### config.mk
export PLATFORM = sky130hd
export DESIGN_NAME = mcpu_alu_mul_seq
export DESIGN_NICKNAME = d
export VERILOG_FILES = /design/src/rtl/mcpu_alu_mul_seq.sv
export SDC_FILE = /design/constraint.sdc
export NUM_CORES = 1
export LEC_CHECK = 0
export ABC_CLOCK_PERIOD_IN_PS = 3900
export BUFFER_PORTS_ARGS = -buffer_cell sky130_fd_sc_hd__clkbuf_2
export CORE_MARGIN = 4
export CORE_UTILIZATION = 30
export CTS_CLUSTER_SIZE = 24
export DETAILED_ROUTE_END_ITERATION = 6
export GPL_TIMING_DRIVEN = 0
export PLACE_DENSITY_LB_ADDON = 0.1
export SLEW_MARGIN = 25
export SYNTH_ARGS = -nofsm -noshare
export SYNTH_HDL_FRONTEND = slang
export SYNTH_SLANG_ARGS = --single-unit
### constraint.sdc
create_clock -name clk -period 3.9 [get_ports clk]
set_input_delay 0.195 -clock clk [delete_from_list [all_inputs] [get_ports clk]]
set_output_delay 0.195 -clock clk [all_outputs]
set_load 0.005 [all_outputs]
### src/rtl/mcpu_alu_mul_seq.sv
// Shift-and-add multiply sequencer: drives an external MCPU ALU to form the
// low 32 bits of an unsigned 32x32 product, one multiplier bit per iteration.
module mcpu_alu_mul_seq #(
    parameter int unsigned MAX_ITER   = 32,
    parameter bit          EARLY_EXIT = 1'b1,
    localparam int unsigned W         = 32,
    localparam int unsigned IW        = 6
) (
    input  logic         clk,
    input  logic         rst,
    input  logic         start,
    input  logic [W-1:0] a_in,
    input  logic [W-1:0] b_in,
    output logic         busy,
    output logic         done,
    output logic [W-1:0] result,
    output logic [W-1:0] alu_op,
    output logic [W-1:0] alu_a,
    output logic [W-1:0] alu_b,
    input  logic [W-1:0] alu_d,
    input  logic         alu_f
);

    // ALU op words: AND/test B==0, OP_B>>1/test B_LO, ADD, OP_B<<1
    localparam logic [W-1:0] OP_CHECK = W'(32'h01);
    localparam logic [W-1:0] OP_SHR   = W'(32'h45);
    localparam logic [W-1:0] OP_ADD   = W'(32'h00);
    localparam logic [W-1:0] OP_SHL   = W'(32'h65);

    typedef enum logic [2:0] {
        S_IDLE,
        S_CHECK,
        S_SHR,
        S_ADD,
        S_SHL,
        S_DONE
    } state_t;

    state_t        state;
    logic [W-1:0]  acc;
    logic [W-1:0]  mcand;
    logic [W-1:0]  mplier;
    logic [IW-1:0] iter;
    logic [IW-1:0] iter_inc;

    assign iter_inc = iter + IW'(1);

    // Sequencer: ALU results are consumed at the edge that ends each state
    always_ff @(posedge clk or posedge rst) begin
        if (rst) begin
            state  <= S_IDLE;
            acc    <= '0;
            mcand  <= '0;
            mplier <= '0;
            iter   <= '0;
        end else begin
            case (state)
                S_IDLE: begin
                    if (start) begin
                        mcand  <= a_in;
                        mplier <= b_in;
                        acc    <= '0;
                        iter   <= '0;
                        state  <= S_CHECK;
                    end
                end
                S_CHECK: begin
                    state <= (EARLY_EXIT && alu_f) ? S_DONE : S_SHR;
                end
                S_SHR: begin
                    // alu_f carries the bit shifted out of the multiplier
                    mplier <= alu_d;
                    state  <= alu_f ? S_ADD : S_SHL;
                end
                S_ADD: begin
                    acc   <= alu_d;
                    state <= S_SHL;
                end
                S_SHL: begin
                    mcand <= alu_d;
                    iter  <= iter_inc;
                    state <= (iter_inc == IW'(MAX_ITER)) ? S_DONE : S_CHECK;
                end
                S_DONE: begin
                    state <= S_IDLE;
                end
                default: begin
                    state <= S_IDLE;
                end
            endcase
        end
    end

    // ALU drive decoded from the current state and working registers
    always_comb begin
        alu_op = '0;
        alu_a  = '0;
        alu_b  = '0;
        case (state)
            S_CHECK: begin
                alu_op = OP_CHECK;
                alu_b  = mplier;
            end
            S_SHR: begin
                alu_op = OP_SHR;
                alu_b  = mplier;
            end
            S_ADD: begin
                alu_op = OP_ADD;
                alu_a  = acc;
                alu_b  = mcand;
            end
            S_SHL: begin
                alu_op = OP_SHL;
                alu_b  = mcand;
            end
            default: begin
                alu_op = '0;
            end
        endcase
    end

    // Status outputs decode the state register directly
    assign busy   = (state != S_IDLE);
    assign done   = (state == S_DONE);
    assign result = acc;

endmodule

==> impl_metrics.toml, run 1 <==
[outcome]
status = "complete, no violations"

[floorplan]
die_x_um = 144
core-area_um2 = 18100
num_rows = 49
initial_core_util_pct = 30.7
ioPinCount = 230
die-area_um2 = 20800
die_h_um = 144

[global_route]
grt_pass1_wl_mm = 29.3
grt_busiest_layer = "met2"
grt_overflow = 0
track_usage_pct = 18.5
grt_use_met1_pct = 24.8
grt_antenna_before_repair = 0
met3_usage_pct = 3.31
grt_max_degree = 63
met2_usage_pct = 30.3
grt_pass1_vias = 5098

[setup_path]
cp_max_fo = 10
critPathLaunchType = "flop"
arrival_ns = 2.44
critPathKind = "reg2out"
worstSetupEndpointType = "output pin"
cp_data_required_time_ns = 3.70

[synth]
yosysTopAreaCellShare_pct = 47.3
yosys_warnings = 0
yosys-top-cells-area = "dfrtp_1 47%, mux2i_1 12%, nand2_1 9.3%, o21ai_0 8.5%, a22o_1 5.0%"
ys_ff_latch = 105
synthCells = 585
yosysTopAreaCell = "dfrtp_1"
syn_area_um2 = 5550
synth-seq-area-share_pct = 47.3
ys_types = 37
avgSynthCellArea_um2 = 9.49

[clock_network]
cts_setup_buffers = 0
cts_tree = "done"
ctsHtreeMaxLevel = 3
clockBufferDepth = 2
clock_sinks = 105
cts-root-buf = "clkbuf_16"
cts_resized = 0
numCtsBuffers = 9
clk_pin_slew_worst_paths_ns = 0.07
worstSkewPairLatency_ns = 0.35

[drt]
drc = 0
routed_wl_mm = 19.3
ant_nets = 0
dr.pass1.iters = 4
vias = 5047
vias_per_cell = 4.76
wl_per_cell_um = 18.2
drt_first_iter_violations = 214

[sta]
tightest_slew_ns = 0.715
final-hold-violation-count = 0
grt_setup_unrepaired = "false"
max_slew_margin_pct = 52.3
drv_slew = 0
clock.fmax_ghz = 0.379
fin_worst_skew_ns = 0.00600
min_period_ns = 2.64
setup_violations = 0
tns_ns = 0
fin_crit_sh_pct = 67.6
fin_ws_ns = 1.26

[place]
place_congestion = 0.821
port_buffers = 201
post-place-cells = 1043
dpl-instance-area_um2 = 6980
dp.final_hpwl_mm = 14.3
post-place-ws_ns = 1.60

[final_layout]
multiInputGateArea_um2 = 2520
layout.nets = 928
fillers = 1854
fin_util_pct = 40.3
final_cell_mix = "203 x clkbuf_2, 137 x nand2_1, 105 x dfrtp_1, 94 x o21ai_0, 65 x mux2i_1"
register_area_um2 = 2630
insertedDiodeCount = 0
fin_area_um2 = 7290
final_common_cell = "clkbuf_2"
instances_no_fill = 1060
syn_to_final_growth_pct = 31.2
drive_above_1_share_pct = 34.3

[run]
cap_violations = 0

[min_path]
hold_class = "in2reg"

[power_and_ir_drop]
p_per_area_nw_per_um2 = 744
p_leak_nw = 3.57
ir_drop_mv = 0.228
## cell usage after synthesis
cell type and instances:
dfrtp_1 105, conb_1 1, a22o_1 32, buf_6 6, nor4b_2 1, a21oi_1 2
nand2_1 137, or2_2 2, or3_1 2, buf_2 11, nor3_1 1, nor2b_1 1
clkbuf_2 2, and3_1 2, nor2_1 5, nand4_1 1, buf_4 34, nand3_1 4
or3b_1 1, nand2b_1 3, o32ai_1 1, buf_8 1, buf_12 1, clkbuf_1 17
mux2i_1 65, ha_1 2, o21ai_2 7, inv_2 1, xor2_1 1, o21ai_1 1
xnor2_1 2, inv_1 3, mux2_2 1, nor3b_1 1, o21ai_0 94, and2_1 32
a31oi_1 2
## sequential cells by signal, summed over array words and instances, names as in the netlist
signal / flops
mcand: 32
mplier: 32
result: 32
iter: 6
state: 3
## final cells by class
cell class,instances,area share [%]
Inverter,4,0.275
Timing Repair Buffer,203,14.3
Clock inverter,5,0.755
Multi-Input combinational cell,431,34.6
Sequential cell,105,36.1
Buffer,72,6.68
Clock buffer,11,3.33
Tap cell,229,3.93
## metrics by stage
| step | power, mW | hold slack [ns] |
|---|---|---|
| 6_report | 5.42 | 0.0838 |
| 5_1_grt | 5.85 | 0.0871 |
| 4_1_cts | 5.51 | 0.0713 |
| 3_5_place_dp | 4.55 | 0.250 |
| 3_3_place_gp | 4.48 | 0.443 |
| 2_1_floorplan | 3.42 | 0.308 |
## worst max-delay path, cell delays in order, from the launching register on
cell      delay, ns
dfrtp_1        0.47
nand2b_1       0.21
a21oi_1        0.60
buf_2          0.44
a22o_1         0.24
clkbuf_2       0.13
## path summary, 6_finish.rpt
check / depth (start not counted) / to / startpoint / slack [ns]
max in group asynchronous: 4 / mcand[4]$_DFFE_PP0P_ / rst / 2.82
min in group asynchronous: 3 / mplier[19]$_DFFE_PP0P_ / rst / 0.41
worst min-delay path: 3 / mplier[0]$_DFFE_PP0P_ / alu_d[0] / 0.08
worst max register to register: 5 / mplier[2]$_DFFE_PP0P_ / state[1]$_DFFE_PP0P_ / 1.97
worst max-delay path: 5 / alu_b[3] / state[1]$_DFFE_PP0P_ / 1.26
worst min register to register: 2 / state[1]$_DFFE_PP0P_ / state[2]$_DFFE_PP0P_ / 0.54
## layer usage
metal	share of wire (%)	up-vias
met3	5.5	18
met2	48	181
li1	-	2411
met1	45	2437
met4	1.7	0
met5	0	-
## cell families (layout without fill, tap and decap cells)
| group | count (synthesis) | count (layout) | synth area share (%) |
|---|---|---|---|
| and+or+nand+nor | 193 | 193 | 15.5 |
| AOI/OAI and AO/OA | 139 | 139 | 15.3 |
| buffers and inverters | 76 | 295 | 9.04 |
| muxes | 66 | 66 | 11.9 |
| xor gates and xnor gates | 3 | 3 | 0.473 |
| DFF | 105 | 105 | 47.3 |
| adders and majority gates | 2 | 2 | 0.451 |
| other | 1 | 28 | 0.0675 |
## power breakdown
part	switching, mW	leakage [nW]	internal [mW]
registers	0.300	1.32	1.58
logic	1.47	2.10	1.13
clock network	0.424	0.142	0.514
## what timing repair did
item                       in CTS  in global routing
hold buffers                    1                  0
setup endpoints to repair       0                  0
hold endpoints to repair       43                  0
Note: power is estimated with default switching activity, not from simulation.
==> run 2: changes to the inputs <==
--- a/config.mk
+++ b/config.mk
@@ -5,7 +5,8 @@
 export SDC_FILE = /design/constraint.sdc
 export NUM_CORES = 1
 export LEC_CHECK = 0
-export ABC_CLOCK_PERIOD_IN_PS = 3900
+export ABC_AREA = 1
+export ABC_CLOCK_PERIOD_IN_PS = 2500
 export BUFFER_PORTS_ARGS = -buffer_cell sky130_fd_sc_hd__clkbuf_2
 export CORE_MARGIN = 4
 export CORE_UTILIZATION = 30
==> constraint.sdc (replaced) <==
create_clock -name clk -period 2.5 [get_ports clk]
set_input_delay 0.125 -clock clk [delete_from_list [all_inputs] [get_ports clk]]
set_output_delay 0.125 -clock clk [all_outputs]
set_load 0.005 [all_outputs]
==> run 2 against run 1 <==
Combinational power up 72%. Critical path depth up 2. Flip-flop and latch count unchanged. First-iteration DRC count up 6.1%. Sequential power up 41%. Area after synthesis up 3.4%. Via count up 8.9%. Power up 59%. Final cell count up 15%. Register-to-register slack worse by 1.3 ns. Non-clock buffer count up 4. Die area up 3.3%.
==> impl_metrics.toml, run 2 <==
[outcome]
status = "complete, no violations"

[synth]
synthCells = 736
synthAdderAreaFrac_pct = 0.436
ys_types = 28
synth-seq-area-share_pct = 45.7
yosysTopAreaCellShare_pct = 45.7
synthSimpleGateAreaFrac_pct = 14.8
yosys-top-cells-area = "dfrtp_1 46%, nand2_1 10%, inv_1 9.2%, o21ai_0 7.4%, o22ai_1 5.6%"
synth_xor_area_share_pct = 0
synth_top_family_by_area = "compound AO/OA/AOI/OAI gates"
yosysMostFrequentCell = "nand2_1"
synth_ff_type = "dfrtp_1"
synthMuxAreaShare_pct = 0
ys_ff_latch = 105
synth_commonest_cells = "154 x nand2_1, 141 x inv_1, 105 x dfrtp_1, 85 x o21ai_0, 51 x o22ai_1"
avgSynthCellArea_um2 = 7.80
yosysTopAreaCell = "dfrtp_1"
yosys_warnings = 0
syn_area_um2 = 5740
synth_edf_count = 0
synth_compound_area_share_pct = 20.5
async_reset_ff_share_pct = 100

[global_route]
grt_max_degree = 29
grt_antenna_before_repair = 0
met2_usage_pct = 31.6
met3_usage_pct = 3.07
grt_busiest_layer = "met2"
grt_overflow = 0
track_usage_pct = 18.7
grt_pass1_vias = 5566
grt_pass1_wl_mm = 31.3
grt_use_met1_pct = 24.8

[drt]
dr.pass1.iters = 6
drt_first_iter_violations = 227
routed_wl_mm = 20.0
ant_nets = 0
vias = 5496
wl_per_cell_um = 16.4
drc = 0
vias_per_cell = 4.50

[sta]
setup_violations = 0
fin_worst_skew_ns = 0.00735
tns_ns = 0
final-hold-violation-count = 0
min_period_ns = 2.13
clock.fmax_ghz = 0.469
grt_setup_unrepaired = "false"
max_slew_margin_pct = 62.8
tightest_slew_ns = 0.558
fin_crit_sh_pct = 85.3
drv_slew = 0

[floorplan]
ioPinCount = 230
initial_core_util_pct = 30.6
die_x_um = 146
core-area_um2 = 18800
num_rows = 50
die_h_um = 146
die-area_um2 = 21400

[setup_path]
critPathKind = "reg2out"
worstSetupEndpointType = "output pin"
reg2reg_slack_ns = 0.67
r2r_cells = 5
cp_data_required_time_ns = 2.38
r2r_start = "state[2]$_DFFE_PP0P_"
critPathLaunchType = "flop"
r2r-end = "mplier[30]$_DFFE_PP0P_"
arrival_ns = 2.01
cp_max_fo = 10

[clock_network]
clockBufferDepth = 2
clock_sinks = 105
numCtsBuffers = 9
cts_tree = "done"
cts_resized = 0
clk_pin_slew_worst_paths_ns = 0.07
cts-root-buf = "clkbuf_16"
ctsHtreeMaxLevel = 3
worstSkewPairLatency_ns = 0.36

[final_layout]
final_cell_mix = "201 x clkbuf_2, 154 x nand2_1, 140 x inv_1, 105 x dfrtp_1, 85 x o21ai_0"
layout.nets = 1083
insertedDiodeCount = 0
instances_no_fill = 1220
syn_to_final_growth_pct = 31.5
final_common_cell = "clkbuf_2"
fillers = 2025
drive_above_1_share_pct = 31.3

[power_and_ir_drop]
ir_drop_mv = 0.496
p_per_area_nw_per_um2 = 1140
p_leak_nw = 4.13

[min_path]
hold_class = "in2reg"
whs_path_depth = 3
hold_end = "result[2]$_DFFE_PP0P_"
min_from = "alu_d[2]"

[place]
port_buffers = 201
dp.final_hpwl_mm = 15.3
post-place-cells = 1202
place_congestion = 0.767

[run]
cap_violations = 0
## run 2: per-stage QoR
| stage | area, um2 | util, % | total power [mW] | hold slack (ns) | setup WS (ns) |
|---|---|---|---|---|---|
| detailed placement | 7240 | 38.6 | 7.26 | 0.133 | 0.672 |
| floorplan | 5850 | - | 5.45 | 0.234 | 1.11 |
| finish | 7550 | 40.2 | 8.62 | 0.0438 | 0.368 |
| global placement | 7150 | 38.1 | 7.23 | 0.343 | 0.205 |
| CTS | 7550 | 40.2 | 8.76 | 0.0348 | 0.361 |
| global route | 7550 | 40.2 | 9.35 | 0.0580 | 0.254 |
## run 2: power by group
part | total [mW] | switching (mW) | internal [mW]
Sequential | 2.65 | 0.274 | 2.38
Combinational | 4.49 | 2.85 | 1.65
Clock | 1.47 | 0.669 | 0.802
Total | 8.62 | 3.79 | 4.83
## run 2: critical path, stage by stage, from the launching register on
cell and delay, ns:
dfrtp_1 0.41, inv_1 0.21, nand3b_1 0.18, nand2_1 0.10, inv_1 0.12, buf_2 0.26, o22ai_1 0.21, clkbuf_2 0.15
## run 2: worst max-delay path by stage
stage,start,to,slack [ns],depth (start not counted)
2_1_floorplan,state[2]$_DFFE_PP0P_,alu_b[10],1.11,6
4_1_cts,state[2]$_DFFE_PP0P_,alu_b[2],0.36,7
3_5_place_dp,state[0]$_DFFE_PP0P_,mplier[29]$_DFFE_PP0P_,0.67,5
5_1_grt,state[2]$_DFFE_PP0P_,alu_op[6],0.25,6
6_report,state[2]$_DFFE_PP0P_,alu_b[2],0.37,7
3_3_place_gp,rst,result[5]$_DFFE_PP0P_,0.20,2
## run 2: cell families after synthesis
logic type	Yosys count
adders and majority gates	2
buffers and inverters	217
other	1
DFF	105
and+or+nand+nor	209
AOI/OAI and AO/OA	202
## run 2: repair_timing
action / 4_1_cts / 5_1_grt
endpoints found under the hold margin: 11 / 0
setup buffers: 0 / 0
hold buffers: 2 / 0
## run 2: final cells by class
class                   instances  area, um2  share of cell area (%)
inverters                     145        553                    7.32
plain buffers                  72        515                    6.82
repair buffers                207       1110                    14.7
clock inverters                 5       55.1                   0.729
well taps                     234        293                    3.88
multi-input cells             441       2150                    28.5
flip-flops and latches        105       2630                    34.8
clock buffers                  11        243                    3.21
## run 2: metal layers
metal | share of wire [%] | vias to the layer above | routed length [um]
met1 | 46 | 2599 | 9160
met2 | 48 | 137 | 9700
met3 | 4.6 | 13 | 927
met4 | 1.2 | 0 | 239
li1 | - | 2747 | -
met5 | 0 | - | 0
